===== src/rtl/sd_spi_card_responder_if.sv =====
// SD SPI-mode card link: host SPI pins plus byte-wide read port.
// slave = card side, master = host/memory side.
interface sd_spi_card_responder_if #(
  parameter int ADDR_W = 24
);
  logic              sd_clk;
  logic              sd_cs_n;
  logic              sd_mosi;
  logic              sd_miso;
  logic              sd_miso_oe;
  logic [ADDR_W-1:0] mem_addr;
  logic              mem_rd;
  logic [7:0]        mem_data;

  modport slave (
    input  sd_clk, sd_cs_n, sd_mosi, mem_data,
    output sd_miso, sd_miso_oe, mem_addr, mem_rd
  );

  modport master (
    output sd_clk, sd_cs_n, sd_mosi, mem_data,
    input  sd_miso, sd_miso_oe, mem_addr, mem_rd
  );
endinterface


===== src/rtl/sd_spi_card_responder.sv =====
// SD card SPI-mode responder: decodes host commands on MOSI, answers
// R1/R3/R7 and 512-byte single-block reads fetched from a byte memory.
// Ports: clk, reset_n (sync, active-low), bus (slave: SPI pins and
// memory read port), card_ready (ACMD41 initialisation done).
module sd_spi_card_responder #(
  parameter int ADDR_W     = 24,
  parameter int SDHC       = 1,
  parameter int NCR_BYTES  = 1,
  parameter int INIT_POLLS = 2,
  parameter int NAC_BYTES  = 2
) (
  input  logic                     clk,
  input  logic                     reset_n,
  sd_spi_card_responder_if.slave   bus,
  output logic                     card_ready
);

  typedef enum logic [2:0] {
    RX_CMD, NCR, RESP, NAC, DATA, CRC
  } state_t;

  localparam logic [31:0] OCR =
    (SDHC != 0) ? 32'hC0FF_8000 : 32'h80FF_8000;
  localparam logic [9:0] NCR_LAST = 10'(NCR_BYTES - 1);
  localparam logic [9:0] NAC_LAST = 10'(NAC_BYTES);
  localparam logic [7:0] POLLS    = 8'(INIT_POLLS);

  function automatic logic [15:0] crc_upd(
    input logic [15:0] c,
    input logic [7:0]  d
  );
    logic [15:0] r;
    logic        fb;
    r = c;
    for (int i = 7; i >= 0; i--) begin
      fb = r[15] ^ d[i];
      r  = {r[14:0], 1'b0} ^ (fb ? 16'h1021 : 16'h0000);
    end
    return r;
  endfunction

  logic [2:0] sck_s;
  logic [1:0] cs_s;
  logic [1:0] mosi_s;

  always_ff @(posedge clk) begin
    if (!reset_n) begin
      sck_s  <= '0;
      cs_s   <= 2'b11;
      mosi_s <= 2'b11;
    end else begin
      sck_s  <= {sck_s[1:0], bus.sd_clk};
      cs_s   <= {cs_s[0], bus.sd_cs_n};
      mosi_s <= {mosi_s[0], bus.sd_mosi};
    end
  end

  logic sck_rise, sck_fall, cs, mosi;
  assign sck_rise = sck_s[1] & ~sck_s[2];
  assign sck_fall = ~sck_s[1] & sck_s[2];
  assign cs       = cs_s[1];
  assign mosi     = mosi_s[1];

  state_t            state;
  logic [5:0]        rx_cnt;
  logic [37:0]       rx_sh;
  logic [2:0]        tx_bit;
  logic [7:0]        tx_sh;
  logic [9:0]        byte_cnt;
  logic [39:0]       resp;
  logic [2:0]        resp_last;
  logic              go_data;
  logic [ADDR_W-1:0] base;
  logic              idle, app;
  logic [7:0]        poll;
  logic              rd_pend;
  logic [7:0]        rd_buf;
  logic [15:0]       crc;

  // Decode of the captured command; applied on its 48th bit.
  logic [5:0]        idx;
  logic [31:0]       arg;
  logic [7:0]        r1_ok, r1_ill;
  logic [39:0]       c_resp;
  logic [2:0]        c_len;
  logic              c_data, c_idle, c_ready, c_app;
  logic [7:0]        c_poll;
  logic [ADDR_W-1:0] c_base;

  always_comb begin
    idx     = rx_sh[37:32];
    arg     = rx_sh[31:0];
    r1_ok   = {7'b0, idle};
    r1_ill  = {5'b0, 1'b1, 1'b0, idle};
    c_resp  = {r1_ill, 32'hFFFF_FFFF};
    c_len   = 3'd1;
    c_data  = 1'b0;
    c_idle  = idle;
    c_ready = card_ready;
    c_app   = (idx == 6'd55);
    c_poll  = poll;
    c_base  = (SDHC != 0) ? ADDR_W'({arg, 9'b0})
                          : ADDR_W'({arg[31:9], 9'b0});
    unique case (1'b1)
      idx == 6'd0: begin
        c_resp  = {8'h01, 32'hFFFF_FFFF};
        c_idle  = 1'b1;
        c_ready = 1'b0;
        c_poll  = '0;
      end
      idx == 6'd8: begin
        c_resp = {r1_ok, 24'h00_0001, arg[7:0]};
        c_len  = 3'd5;
      end
      idx == 6'd55: begin
        c_resp = {r1_ok, 32'hFFFF_FFFF};
      end
      idx == 6'd41 && app: begin
        if (poll < POLLS) begin
          c_resp = {8'h01, 32'hFFFF_FFFF};
          c_poll = poll + 8'd1;
        end else begin
          c_resp  = {8'h00, 32'hFFFF_FFFF};
          c_idle  = 1'b0;
          c_ready = 1'b1;
        end
      end
      idx == 6'd58: begin
        c_resp = {r1_ok, OCR};
        c_len  = 3'd5;
      end
      idx == 6'd17: begin
        if (idle) begin
          c_resp = {8'h05, 32'hFFFF_FFFF};
        end else begin
          c_resp = {8'h00, 32'hFFFF_FFFF};
          c_data = 1'b1;
        end
      end
      default: ;
    endcase
  end

  always_ff @(posedge clk) begin
    if (!reset_n) begin
      bus.sd_miso    <= 1'b1;
      bus.sd_miso_oe <= 1'b0;
      bus.mem_rd     <= 1'b0;
      bus.mem_addr   <= '0;
      card_ready     <= 1'b0;
      idle           <= 1'b1;
      app            <= 1'b0;
      poll           <= '0;
      state          <= RX_CMD;
      rx_cnt         <= '0;
      rx_sh          <= '0;
      tx_bit         <= '0;
      tx_sh          <= 8'hFF;
      byte_cnt       <= '0;
      resp           <= '1;
      resp_last      <= '0;
      go_data        <= 1'b0;
      base           <= '0;
      rd_pend        <= 1'b0;
      rd_buf         <= 8'hFF;
      crc            <= '0;
    end else begin
      bus.mem_rd <= 1'b0;
      rd_pend    <= bus.mem_rd;
      if (rd_pend) rd_buf <= bus.mem_data;
      if (cs) begin
        bus.sd_miso_oe <= 1'b0;
        bus.sd_miso    <= 1'b1;
        state          <= RX_CMD;
        rx_cnt         <= '0;
        tx_bit         <= '0;
        byte_cnt       <= '0;
      end else begin
        bus.sd_miso_oe <= 1'b1;
        if (state == RX_CMD) begin
          if (sck_fall) bus.sd_miso <= 1'b1;
          if (sck_rise) begin
            if (rx_cnt == 6'd0) begin
              if (!mosi) rx_cnt <= 6'd1;
            end else if (rx_cnt == 6'd1) begin
              if (mosi) rx_cnt <= 6'd2;
            end else if (rx_cnt != 6'd47) begin
              // bits 3..40 hold index and argument; CRC is skipped
              if (rx_cnt < 6'd40) rx_sh <= {rx_sh[36:0], mosi};
              rx_cnt <= rx_cnt + 6'd1;
            end else begin
              resp       <= c_resp;
              resp_last  <= c_len - 3'd1;
              go_data    <= c_data;
              base       <= c_base;
              idle       <= c_idle;
              card_ready <= c_ready;
              app        <= c_app;
              poll       <= c_poll;
              state      <= NCR;
              rx_cnt     <= '0;
              tx_bit     <= '0;
              tx_sh      <= 8'hFF;
              byte_cnt   <= '0;
            end
          end
        end else if (sck_fall) begin
          bus.sd_miso <= tx_sh[7];
          tx_sh       <= {tx_sh[6:0], 1'b1};
          tx_bit      <= tx_bit + 3'd1;
          // last bit of the byte goes out now; queue the next byte
          if (tx_bit == 3'd7) begin
            unique case (state)
              NCR: begin
                if (byte_cnt == NCR_LAST) begin
                  state    <= RESP;
                  byte_cnt <= '0;
                  tx_sh    <= resp[39:32];
                  resp     <= {resp[31:0], 8'hFF};
                end else begin
                  byte_cnt <= byte_cnt + 10'd1;
                  tx_sh    <= 8'hFF;
                end
              end
              RESP: begin
                if (byte_cnt == {7'b0, resp_last}) begin
                  byte_cnt <= '0;
                  if (go_data) begin
                    state        <= NAC;
                    tx_sh        <= (NAC_LAST == 10'd0) ? 8'hFE : 8'hFF;
                    bus.mem_rd   <= 1'b1;
                    bus.mem_addr <= base;
                  end else begin
                    state <= RX_CMD;
                  end
                end else begin
                  byte_cnt <= byte_cnt + 10'd1;
                  tx_sh    <= resp[39:32];
                  resp     <= {resp[31:0], 8'hFF};
                end
              end
              NAC: begin
                if (byte_cnt == NAC_LAST) begin
                  state        <= DATA;
                  byte_cnt     <= '0;
                  tx_sh        <= rd_buf;
                  crc          <= crc_upd(16'h0000, rd_buf);
                  bus.mem_rd   <= 1'b1;
                  bus.mem_addr <= bus.mem_addr + 1'b1;
                end else begin
                  byte_cnt <= byte_cnt + 10'd1;
                  tx_sh    <= (byte_cnt + 10'd1 == NAC_LAST) ? 8'hFE
                                                            : 8'hFF;
                end
              end
              DATA: begin
                if (byte_cnt == 10'd511) begin
                  state    <= CRC;
                  byte_cnt <= '0;
                  tx_sh    <= crc[15:8];
                end else begin
                  byte_cnt <= byte_cnt + 10'd1;
                  tx_sh    <= rd_buf;
                  crc      <= crc_upd(crc, rd_buf);
                  // prefetch one byte ahead; byte 511 was the last
                  if (byte_cnt != 10'd510) begin
                    bus.mem_rd   <= 1'b1;
                    bus.mem_addr <= bus.mem_addr + 1'b1;
                  end
                end
              end
              CRC: begin
                if (byte_cnt == 10'd0) begin
                  byte_cnt <= 10'd1;
                  tx_sh    <= crc[7:0];
                end else begin
                  state    <= RX_CMD;
                  byte_cnt <= '0;
                end
              end
              default: state <= RX_CMD;
            endcase
          end
        end
      end
    end
  end

endmodule


===== src/flat_wrapper.sv =====
// flat-port wrapper written by rule: the top's interface ports become plain ports
module sd_spi_card_responder_flat 
#(
  parameter int ADDR_W     = 24,
  parameter int SDHC       = 1,
  parameter int NCR_BYTES  = 1,
  parameter int INIT_POLLS = 2,
  parameter int NAC_BYTES  = 2
)
  (clk, reset_n, card_ready, bus_sd_clk, bus_sd_cs_n, bus_sd_mosi, bus_mem_data, bus_sd_miso, bus_sd_miso_oe, bus_mem_addr, bus_mem_rd);
  sd_spi_card_responder_if #(.ADDR_W(ADDR_W)) bus_i ();
  input  logic clk;
  input  logic reset_n;
  output logic card_ready;
  input wire logic [$bits(bus_i.sd_clk)-1:0] bus_sd_clk;
  input wire logic [$bits(bus_i.sd_cs_n)-1:0] bus_sd_cs_n;
  input wire logic [$bits(bus_i.sd_mosi)-1:0] bus_sd_mosi;
  input wire logic [$bits(bus_i.mem_data)-1:0] bus_mem_data;
  output wire logic [$bits(bus_i.sd_miso)-1:0] bus_sd_miso;
  output wire logic [$bits(bus_i.sd_miso_oe)-1:0] bus_sd_miso_oe;
  output wire logic [$bits(bus_i.mem_addr)-1:0] bus_mem_addr;
  output wire logic [$bits(bus_i.mem_rd)-1:0] bus_mem_rd;
  assign bus_i.sd_clk = bus_sd_clk;
  assign bus_i.sd_cs_n = bus_sd_cs_n;
  assign bus_i.sd_mosi = bus_sd_mosi;
  assign bus_i.mem_data = bus_mem_data;
  assign bus_sd_miso = bus_i.sd_miso;
  assign bus_sd_miso_oe = bus_i.sd_miso_oe;
  assign bus_mem_addr = bus_i.mem_addr;
  assign bus_mem_rd = bus_i.mem_rd;
  sd_spi_card_responder #(.ADDR_W(ADDR_W), .SDHC(SDHC), .NCR_BYTES(NCR_BYTES), .INIT_POLLS(INIT_POLLS), .NAC_BYTES(NAC_BYTES)) u_core (.clk(clk), .reset_n(reset_n), .bus(bus_i), .card_ready(card_ready));
endmodule

===== config.mk =====
export PLATFORM = sky130hd
export DESIGN_NAME = sd_spi_card_responder_flat
export DESIGN_NICKNAME = d
export VERILOG_FILES = /design/src/rtl/sd_spi_card_responder_if.sv /design/src/rtl/sd_spi_card_responder.sv /design/src/flat_wrapper.sv
export SDC_FILE = /design/constraint.sdc
export NUM_CORES = 1
export LEC_CHECK = 0
export CAP_MARGIN = 20
export CORE_AREA = 5 5 126 152
export DETAILED_ROUTE_END_ITERATION = 10
export DIE_AREA = 0 0 131 157
export GPL_TIMING_DRIVEN = 0
export MAX_ROUTING_LAYER = met4
export PLACE_DENSITY_LB_ADDON = 0.3
export SLEW_MARGIN = 20
export SYNTH_ARGS = -nofsm -noshare
export SYNTH_HDL_FRONTEND = slang
export SYNTH_SLANG_ARGS = --single-unit

===== constraint.sdc =====
create_clock -name clk -period 7.7 [get_ports clk]
set_input_delay 1.925 -clock clk [delete_from_list [all_inputs] [get_ports clk]]
set_output_delay 1.925 -clock clk [all_outputs]
set_load 0.05 [all_outputs]

==> results of run 1 <==
==> synthesized netlist by cell type (6+ instances only) <==
cell | number | area, um^2
buf_2 | 8 | 40.0
buf_1 | 7 | 26.3
nand2b_1 | 11 | 68.8
nor3_1 | 23 | 115
o22ai_1 | 6 | 37.5
buf_6 | 7 | 78.8
clkbuf_1 | 73 | 274
and3_1 | 12 | 75.1
a21oi_1 | 137 | 686
or3_1 | 11 | 68.8
inv_1 | 18 | 67.6
a31oi_1 | 13 | 81.3
o31ai_1 | 16 | 120
ha_1 | 11 | 138
mux2i_1 | 23 | 230
nor2_1 | 69 | 259
nand3b_1 | 15 | 113
xor2_1 | 15 | 131
o21ai_0 | 58 | 290
nand4_1 | 11 | 68.8
and2_1 | 9 | 56.3
nand3_1 | 39 | 195
a21o_1 | 7 | 52.6
dfxtp_1 | 195 | 3900
nand2_1 | 247 | 927
nor4_1 | 11 | 68.8
o211ai_1 | 41 | 308
a211oi_1 | 11 | 82.6
xnor2_1 | 30 | 263
==> path summary, 6_finish.rpt <==
path                                   startpoint                            to  cells after the start
hold / removal        u_core.mosi_s[0]$_SDFF_PN1_   u_core.mosi_s[1]$_SDFF_PN1_                      1
setup reg to reg  u_core.byte_cnt[0]$_SDFFE_PP0P_  u_core.resp[33]$_SDFFE_PN1P_                      9
hold reg to reg       u_core.mosi_s[0]$_SDFF_PN1_   u_core.mosi_s[1]$_SDFF_PN1_                      1
setup / recovery                          reset_n  u_core.resp[33]$_SDFFE_PN1P_                      5
==> state kept, by name (all words and copies together), names as in the netlist, 2 cells and up, named ones only <==
register and count:
u_core.mosi_s 2, u_core.state 2, u_core.cs_s 2, u_core.rd_buf 8
u_core.resp 40, u_core.tx_bit 3, u_core.sck_s 3, u_core.base 15
u_core.rx_sh 38, u_core.tx_sh 8, u_core.poll 8, u_core.crc 16
u_core.rx_cnt 6, u_core.byte_cnt 10, u_core.bus.mem_addr 24
==> worst reg2reg max path, stage by stage (launching register included) <==
cell      delay, ns
dfxtp_1        0.38
inv_1          0.14
ha_1           0.18
or4b_1         0.55
nor3_1         0.58
o32a_1         0.31
nand3_2        0.21
clkbuf_1       0.31
nand2_1        0.15
o211ai_1       0.10
==> logic make-up after synthesis <==
family,synth area share (%)
mux,2.35
simple gates,24.3
buf+inv,5.05
compound gates,22.9
xor+xnor,4.03
flops,39.9
fa+ha+maj,1.41
==> per-stage QoR <==
step	setup slack, ns	utilization, %	std cells
after floorplan	4.71	-	1233
after global placement	3.50	60.2	1493
after detailed placement	3.48	60.2	1493
after CTS	3.94	63.5	1523
after global routing	3.77	63.5	1523
final	3.89	63.5	1523
==> per-layer routing <==
metal | wire [um] | up-vias
met1 | 10900 | 4384
met5 | 0 | -
met3 | 1510 | 82
met4 | 908 | 0
li1 | - | 4502
met2 | 13400 | 340
==> area by class of cell <==
class	instances	area share (%)
plain buffers	96	3.87
clock buffers	18	3.98
clock inverters	12	1.17
inverters	18	0.612
multi-input cells	924	48.9
flip-flops and latches	195	35.4
well taps	220	2.49
repair buffers	40	3.63
==> power by group through the flow <==
stage          clock (mW)  combinational, mW  sequential [mW]
6_report            0.873             0.0385             1.01
5_1_grt             0.920             0.0410             1.01
4_1_cts             0.877             0.0382             1.01
3_5_place_dp            0             0.0381             1.03
3_3_place_gp            0             0.0379             1.03
2_1_floorplan           0             0.0188             1.03
==> key figures, run 1 <==
Status
  – Outcome: finished clean

Pwr
  – Final Power: about 1.9 mW
  – Psw: ~440 uW
  – PwrDens: around 170 nW/um^2
  – Comb pwr share: around 2%
  – Int Pwr: approximately 1.5 mW
  – Sequential share of power: 52.6%
  – Switching Share: 23.1%
  – Clk pwr share: approximately 45%
  – Maximum VDD drop: around 0.16 mV
  – Pleak: approximately 3.9 nW

STA
  – Final setup vio count: 0
  – Slew Limit Fails: 0
  – RSZ-0062 raised after global routing: false
  – Min Tclk post-route: roughly 3.8 ns
  – Max Clock Freq: around 0.26 GHz
  – Setup TNS: 0 ns
  – Clk_skew: 0.00791 ns
  – Fin crit share: around 50%
  – Least-Margin Pin Slew: roughly 0.99 ns
  – Hold Fails Final Rpt: 0
  – Hold WS: 0.417 ns
  – Slew HR: about 33%

Floorplanning
  – Number of I/O pins: 41
  – Die width: 131 um
  – Die Footprint: 20,600 um^2
  – Starting Density: approximately 56%
  – Core area: approximately 17,000 um^2
  – Die H: around 160 um
  – # rows: 53

GRT
  – First-pass GRT wire length: 43,700 um
  – Antenna violations before repair: 0
  – GR peak layer: met2
  – Met2 Use GR: 46.5%
  – Met3 Use GR: 4.55%
  – Gr usage total: 26.9%
  – Overflow after GRT: 0
  – Vias in the first global route: 8,807
  – Met1 usage: a little under a third
  – Largest net degree at the start of global routing: 18

Synth
  – Yosys cell types: slightly below 80
  – Flops & latches, synth: between 150 and 200
  – Cell count after synthesis: 1,233
  – Top_reg_cell synth: dfxtp_1
  – Asr flop ratio synth: 0%
  – Mapped Nets: roughly 1.3k
  – Mapped Avg Cell Area: between 7 and 8 um^2
  – Cell Area, Synth: 9790 um^2
  – Sequential area share after synthesis: 39.9%
  – Yosys warning total: 0
  – Post-synth EDFFs: 0

Worst setup path
  – Startpoint types: primary input
  – Crit path max fanout: 10
  – CP max stage delay: a little over 0.6 ns
  – CP endpoint kind: flip-flop
  – CP Cell Sequence: clkdlybuf4s50_1 > clkbuf_1 > buf_1 > buf_1 > o211ai_1
  – Worst reg-to-reg setup slack: ~4.7 ns
  – Crit path kind: in -> reg
  – WP data arrival: ~4 ns
  – Critical path's slowest cell: clkdlybuf4s50_1
  – Req. time, crit path: ~8 ns
  – Critical path buffer and inverter count: 4
  – CP top delay family: buffers and inverters
  – Most common cell on crit path: buf_1

Routing
  – Vias: between 9k and 10k
  – WL final: between 20,000 and 30,000 um
  – Drt wl/cell: 17.6 um
  – Drc violations: 0
  – Vias/cell: ~6.1
  – Antenna Nets Post-Route: 0
  – Initial DRC count: ~870
  – DRT Pass-1 Iters: 6

Clock network
  – Post-CTS setup buffer count: 0
  – Clock root buffer: clkbuf_16
  – CTS Buf Count: 17
  – CTS resizes: 0
  – CTS tree: built
  – Clock transition at path regs: 0.07 ns
  – Latest clock arrival within the worst-skew pair: roughly 0.44 ns
  – Clk buf depth: 2
  – Post-CTS Hold Buffers: 0
  – H-tree depth: 4
  – # clock sinks: approximately 200

Cells and area
  – FILL cells: ~1.5k
  – Commonest non-fill, non-tap cell in the layout: nand2_1
  – Multi-input gate area: between 5000 and 6000 um^2
  – Synth-to-Final Area Change: 12.8%
  – Share of cells above drive strength 1: 5.83%
  – Final nets: between 1k and 1.5k
  – Most frequent cells in the layout: nand2_1 (247), dfxtp_1 (195), a21oi_1 (137), clkbuf_1 (73), nor2_1 (69)
  – Final Cell Area: 11,000 um^2
  – Reg area: between 3000 and 4000 um^2
  – Antenna cells: 0

Run
  – Total of max-cap violations: 0

Placed design
  – Post-DP HPWL: around 19,000 um
  – Dpl cell area: around 10,000 um^2
  – Port bufs: 40
  – GPL Wtd Cong: between 0.9 and 1

Min path
  – Hold crit path type: reg -> reg
(Power assumes the default switching activity.)
==> inputs of run 2 (changes only) <==
==> constraint.sdc (replaced) <==
create_clock -name clk -period 3.8 [get_ports clk]
set_input_delay 0.95 -clock clk [delete_from_list [all_inputs] [get_ports clk]]
set_output_delay 0.95 -clock clk [all_outputs]
set_load 0.05 [all_outputs]
==> run 2 against run 1 <==
  * The run now ends with design-rule violations left
  * Via count down 0.29%
  * Critical path depth is 4 higher
  * Total power rose by 100%
  * First-iteration DRC count down 4.7%
  * Wire length barely moved
  * Core utilization is the same
  * Clock skew about the same
  * Global-route usage is the same
  * Sequential cell count did not move
  * Combinational power increased by 100%
  * Critical endpoint unchanged
==> key figures, run 2 (synthesis gave the netlist of run 1 again) <==
Routing
  – WL final: 26,700 um (about the same)
  – Drt wl/cell: 17.6 um (about the same)
  – Antenna Nets Post-Route: 0 (unchanged)
  – Vias/cell: 6.09 (-0.29%)
  – Initial DRC count: 832 (-4.7%)
  – Drc violations: 2 (+2)
  – Vias: 9,281 (-0.29%)
  – DRT Pass-1 Iters: 10 (+4)

GRT
  – First-pass GRT wire length: 43,700 um (about the same)
  – Largest net degree at the start of global routing: 18 (unchanged)
  – Gr usage total: 26.9% (unchanged)
  – Overflow after GRT: 0 (unchanged)
  – Antenna violations before repair: 0 (unchanged)
  – Vias in the first global route: 8,807 (unchanged)

Worst setup path
  – Crit Reg-Reg Startpoint: u_core.byte_cnt[0]$_SDFFE_PP0P_
  – CP Cell Sequence: inv_1 > ha_1 > or4b_1 > nor3_1 > o32a_1 > nand3_2 > clkbuf_1 > nand2_1 > o211ai_1
  – Startpoint types: flip-flop
  – CP endpoint kind: flip-flop
  – Crit path kind: reg -> reg
  – Req. time, crit path: 4.09 ns (-3.90 ns)
  – Crit path max fanout: 10 (unchanged)
  – Worst Setup SP: u_core.byte_cnt[0]$_SDFFE_PP0P_
  – CP max stage delay: 0.59 ns (-0.02 ns)
  – WP data arrival: 3.35 ns (-0.75 ns)
  – Critical path buffer and inverter count: 2 (-2)
  – CP top delay family: simple AND/OR/NAND/NOR gates
  – Critical path's slowest cell: nor3_1

Pwr
  – Pleak: 3.85 nW (unchanged)
  – Switching Share: 22.9% (-0.13 points)
  – PwrDens: 352 nW/um^2 (+100%)
  – Psw: 892 uW (+100%)
  – Clk pwr share: 45.3% (about the same)
  – Int Pwr: 3.00 mW (+100%)
  – Maximum VDD drop: 0.318 mV (+100%)
  – Final Power: 3.89 mW (+100%)
  – Comb pwr share: 2.0% (about the same)
  – Sequential share of power: 52.7% (about the same)

Floorplanning
  – Die width: 131 um (unchanged)
  – Number of I/O pins: 41 (unchanged)
  – Die H: 157 um (unchanged)
  – # rows: 53 (unchanged)
  – Starting Density: 56.3% (unchanged)
  – Die Footprint: 20,600 um^2 (unchanged)
  – Core area: 17,400 um^2 (unchanged)

Clock network
  – Post-CTS Hold Buffers: 0 (unchanged)
  – CTS tree: built
  – H-tree depth: 4 (unchanged)
  – Clk buf depth: 2 (unchanged)
  – Clock root buffer: clkbuf_16
  – CTS Buf Count: 17 (unchanged)
  – CTS resizes: 0 (unchanged)
  – Latest clock arrival within the worst-skew pair: 0.43 ns (about the same)
  – Post-CTS setup buffer count: 0 (unchanged)
  – # clock sinks: 195 (unchanged)
  – Clock transition at path regs: 0.07 ns (about the same)

Run
  – Total of max-cap violations: 0 (unchanged)

Placed design
  – Port bufs: 40 (unchanged)
  – Worst slack, placed: 0.555 ns (-2.93 ns)
  – GPL Wtd Cong: 0.957 (unchanged)
  – Post-DP HPWL: 19,200 um (unchanged)

Cells and area
  – Util after Layout: 63.5% (unchanged)
  – Commonest non-fill, non-tap cell in the layout: nand2_1
  – Antenna cells: 0 (unchanged)
  – Max reg flops: 40 (unchanged)
  – Most flops, register: u_core.resp
  – Synth-to-Final Area Change: 12.8% (unchanged)
  – Final nets: 1,316 (unchanged)
  – Share of cells above drive strength 1: 5.83% (unchanged)
  – Most frequent cells in the layout: nand2_1 (247), dfxtp_1 (195), a21oi_1 (137), clkbuf_1 (73), nor2_1 (69)
  – Top flop regs: u_core.resp (40), u_core.rx_sh (38), u_core.bus.mem_addr (24)

STA
  – Hold WS: 0.417 ns (+0.000484 ns)
  – Hold Fails Final Rpt: 0 (unchanged)
  – Slew HR: 32.7% (-0.72 points)
  – Setup TNS: 0 ns (unchanged)
  – Max Clock Freq: ~0.33 GHz
  – Final worst slack: 0.739 ns (-3.15 ns)
  – Fin crit share: roughly 81%
  – Final setup vio count: 0 (unchanged)
  – Least-Margin Pin Slew: 1.00 ns (+0.0107 ns)
  – Slew Limit Fails: 0 (unchanged)
  – RSZ-0062 raised after global routing: false
  – Clk_skew: 0.00821 ns (+0.000299 ns)
  – Min Tclk post-route: approximately 3.1 ns

Status
  – Outcome: finished with violations
  – Failing checks: design-rule violations

Min path
  – Hold Startpoint: u_core.mosi_s[0]$_SDFF_PN1_
  – Hold crit path type: reg -> reg
run 2: worst paths after layout:
| kind | slack [ns] | endpoint | depth (start not counted) |
|---|---|---|---|
| worst max-delay path | 0.74 | u_core.resp[33]$_SDFFE_PN1P_ | 9 |
| worst min-delay path | 0.42 | u_core.mosi_s[1]$_SDFF_PN1_ | 1 |
| worst max register to register | 0.74 | u_core.resp[33]$_SDFFE_PN1P_ | 9 |
| worst min register to register | 0.42 | u_core.mosi_s[1]$_SDFF_PN1_ | 1 |
run 2: per-layer routing:
metal / global-route usage, % / share of wire [%]
met1: 31.1 / 41
met2: 46.5 / 51
met3: 4.55 / 5.8
met4: 10.0 / 3.1
met5: - / 0
run 2: power groups by stage:
stage / Clock [mW] / Sequential, mW / Combinational (mW)
floorplan: 0 / 2.10 / 0.0382
detailed placement: 0 / 2.10 / 0.0772
CTS: 1.78 / 2.05 / 0.0773
global placement: 0 / 2.10 / 0.0769
finish: 1.76 / 2.05 / 0.0784
global route: 1.86 / 2.05 / 0.0830
run 2: metrics by stage:
stage | area (um^2) | instances
after floorplan | 9790 | 1233
after global placement | 10500 | 1493
after detailed placement | 10500 | 1493
after CTS | 11000 | 1523
after global routing | 11000 | 1523
final | 11000 | 1523
run 2: area by class of cell:
class                           count  area (um^2)
Tap cell                          220          275
Inverter                           18         67.6
Timing Repair Buffer               40          400
Multi-Input combinational cell    924         5390
Buffer                             96          427
Sequential cell                   195         3900
Fill cell                        1527         6340
Clock inverter                     12          129
Clock buffer                       18          439
==> inputs of run 3 (changes only) <==
==> constraint.sdc (replaced) <==
create_clock -name clk -period 3.14 [get_ports clk]
set_input_delay 0.785 -clock clk [delete_from_list [all_inputs] [get_ports clk]]
set_output_delay 0.785 -clock clk [all_outputs]
set_load 0.05 [all_outputs]
==> run 3 against run 2 <==
  * The flow now finishes without violations
  * Clock power increased by 21%
  * Sequential power increased by 21%
  * Cell area about the same
  * Count of clock-buffer cells in the layout unchanged
  * Critical path depth decreased by 1
  * Via count increased by 0.11%
  * Largest cell class unchanged
  * Largest power group unchanged
==> key figures, run 3 (synthesis gave the netlist of run 1 again) <==
Cells and area
  – Most flops, register: u_core.resp
  – Top flop regs: u_core.resp (40), u_core.rx_sh (38), u_core.bus.mem_addr (24)
  – Antenna cells: 0 (unchanged)
  – Synth-to-Final Area Change: 12.8% (about the same)
  – Final nets: 1,316 (unchanged)
  – Finished Layout Cells: 1,523 (unchanged)
  – Share of cells above drive strength 1: 5.91% (+0.077 points)
  – FILL cells: 1,527 (unchanged)
  – Max reg flops: 40 (unchanged)
  – Commonest non-fill, non-tap cell in the layout: nand2_1
  – Final Cell Area: 11,000 um^2 (about the same)
  – Most frequent cells in the layout: nand2_1 (247), dfxtp_1 (195), a21oi_1 (137), clkbuf_1 (73), nor2_1 (69)

Run
  – Total of max-cap violations: 0 (unchanged)

GRT
  – First-pass GRT wire length: 43,700 um (unchanged)
  – Overflow after GRT: 0 (unchanged)
  – Vias in the first global route: 8,807 (unchanged)
  – Antenna violations before repair: 0 (unchanged)
  – Gr usage total: 26.9% (unchanged)
  – Largest net degree at the start of global routing: 18 (unchanged)

Routing
  – Drt wl/cell: 17.5 um (-0.31%)
  – Drc violations: 0 (-2)
  – WL final: 26,700 um (-0.31%)
  – Initial DRC count: 796 (-4.3%)
  – Antenna Nets Post-Route: 0 (unchanged)
  – DRT Pass-1 Iters: 8 (-2)
  – Vias/cell: 6.10 (+0.11%)
  – Vias: 9,291 (+0.11%)

Placed design
  – Dpl cells: 1,493 (unchanged)
  – Worst slack, placed: 0.0600 ns (-0.495 ns)
  – GPL Wtd Cong: 0.957 (unchanged)
  – Post-DP HPWL: 19,200 um (unchanged)
  – Dpl cell area: 10,500 um^2 (unchanged)
  – Port bufs: 40 (unchanged)

Clock network
  – H-tree depth: 4 (unchanged)
  – Clk buf depth: 2 (unchanged)
  – CTS tree: built
  – Clock transition at path regs: 0.07 ns (about the same)
  – CTS Buf Count: 17 (unchanged)
  – Latest clock arrival within the worst-skew pair: 0.43 ns (about the same)
  – Clock root buffer: clkbuf_16
  – # clock sinks: 195 (unchanged)

Worst setup path
  – Crit path max fanout: 7 (-3)
  – Crit path kind: reg -> reg
  – CP endpoint kind: flip-flop
  – Startpoint types: flip-flop
  – WP data arrival: 3.33 ns (-0.02 ns)
  – Req. time, crit path: 3.46 ns (-0.63 ns)

STA
  – Min Tclk post-route: 3.00 ns (-0.0586 ns)
  – Hold Fails Final Rpt: 0 (unchanged)
  – Max Clock Freq: 0.333 GHz (+2.0%)
  – Hold WS: 0.417 ns (-0.000531 ns)
  – Setup TNS: 0 ns (unchanged)
  – Slew HR: 34.1% (+1.3 points)
  – RSZ-0062 raised after global routing: false
  – Final setup vio count: 0 (unchanged)
  – Clk_skew: 0.00695 ns (-0.00126 ns)
  – Final worst slack: 0.137 ns (-0.601 ns)
  – Slew Limit Fails: 0 (unchanged)
  – Least-Margin Pin Slew: 0.980 ns (-0.0200 ns)
  – Fin crit share: 95.6% (+15 points)

Floorplanning
  – Die width: 131 um (unchanged)
  – Core area: 17,400 um^2 (unchanged)
  – # rows: 53 (unchanged)
  – Number of I/O pins: 41 (unchanged)
  – Die H: 157 um (unchanged)
  – Die Footprint: 20,600 um^2 (unchanged)
  – Starting Density: 56.3% (unchanged)

Min path
  – Hold crit path type: reg -> reg

Pwr
  – PwrDens: 426 nW/um^2 (+21%)
  – Maximum VDD drop: 0.383 mV (+20%)
  – Pleak: 3.85 nW (about the same)

Status
  – Outcome: finished clean
-- run 3: what timing repair did --
action / in CTS / in global routing
gates resized for setup: 0 / 1
setup buffers: 0 / 0
setup endpoints to repair: 0 / 25
hold buffers: 0 / 0
-- run 3: final cells by class --
class | instances | area, um^2 | area share, %
Timing Repair Buffer | 40 | 400 | 3.63
Inverter | 18 | 67.6 | 0.612
Sequential cell | 195 | 3900 | 35.4
Tap cell | 220 | 275 | 2.49
Clock inverter | 12 | 129 | 1.17
Buffer | 96 | 427 | 3.86
Clock buffer | 18 | 439 | 3.98
Multi-Input combinational cell | 924 | 5400 | 48.9
-- run 3: critical path: stages (launching register included) --
cell and delay, ns:
dfxtp_1 0.37, inv_1 0.14, ha_1 0.18, or4b_1 0.57, nor3_1 0.35, a31oi_1 0.21
a311oi_4 0.58, o21ai_1 0.18, a32o_1 0.31
-- run 3: metrics by stage --
step           utilization [%]  power [mW]
6_report                  63.5        4.70
5_1_grt                   63.5        4.83
4_1_cts                   63.5        4.72
3_5_place_dp              60.2        2.63
3_3_place_gp              60.2        2.63
2_1_floorplan                -        2.58
-- run 3: final timing paths --
path                            slack, ns                                  end                       startpoint  cells past startpoint
worst max-delay path                 0.14  u_core.bus.mem_addr[7]$_SDFFE_PN0P_  u_core.byte_cnt[0]$_SDFFE_PP0P_                      8
worst min-delay path                 0.42          u_core.mosi_s[1]$_SDFF_PN1_      u_core.mosi_s[0]$_SDFF_PN1_                      1
worst max register to register       0.14  u_core.bus.mem_addr[7]$_SDFFE_PN0P_  u_core.byte_cnt[0]$_SDFFE_PP0P_                      8
worst min register to register       0.42          u_core.mosi_s[1]$_SDFF_PN1_      u_core.mosi_s[0]$_SDFF_PN1_                      1
-- run 3: power breakdown --
| part | internal (mW) | switching (mW) | leakage [nW] | total (mW) |
|---|---|---|---|---|
| registers | 2.48 | 0.00290 | 1.57 | 2.48 |
| clock network | 1.13 | 1.01 | 0.263 | 2.13 |
| logic | 0.0265 | 0.0682 | 2.02 | 0.0947 |
| total | 3.63 | 1.08 | 3.85 | 4.70 |
-- run 3: routing by layer --
metal | routed length (um) | vias up | global-route usage [%]
li1 | - | 4495 | -
met1 | 10900 | 4362 | 31.1
met2 | 13500 | 354 | 46.5
met3 | 1370 | 80 | 4.55
met4 | 839 | 0 | 10.0
met5 | 0 | - | -
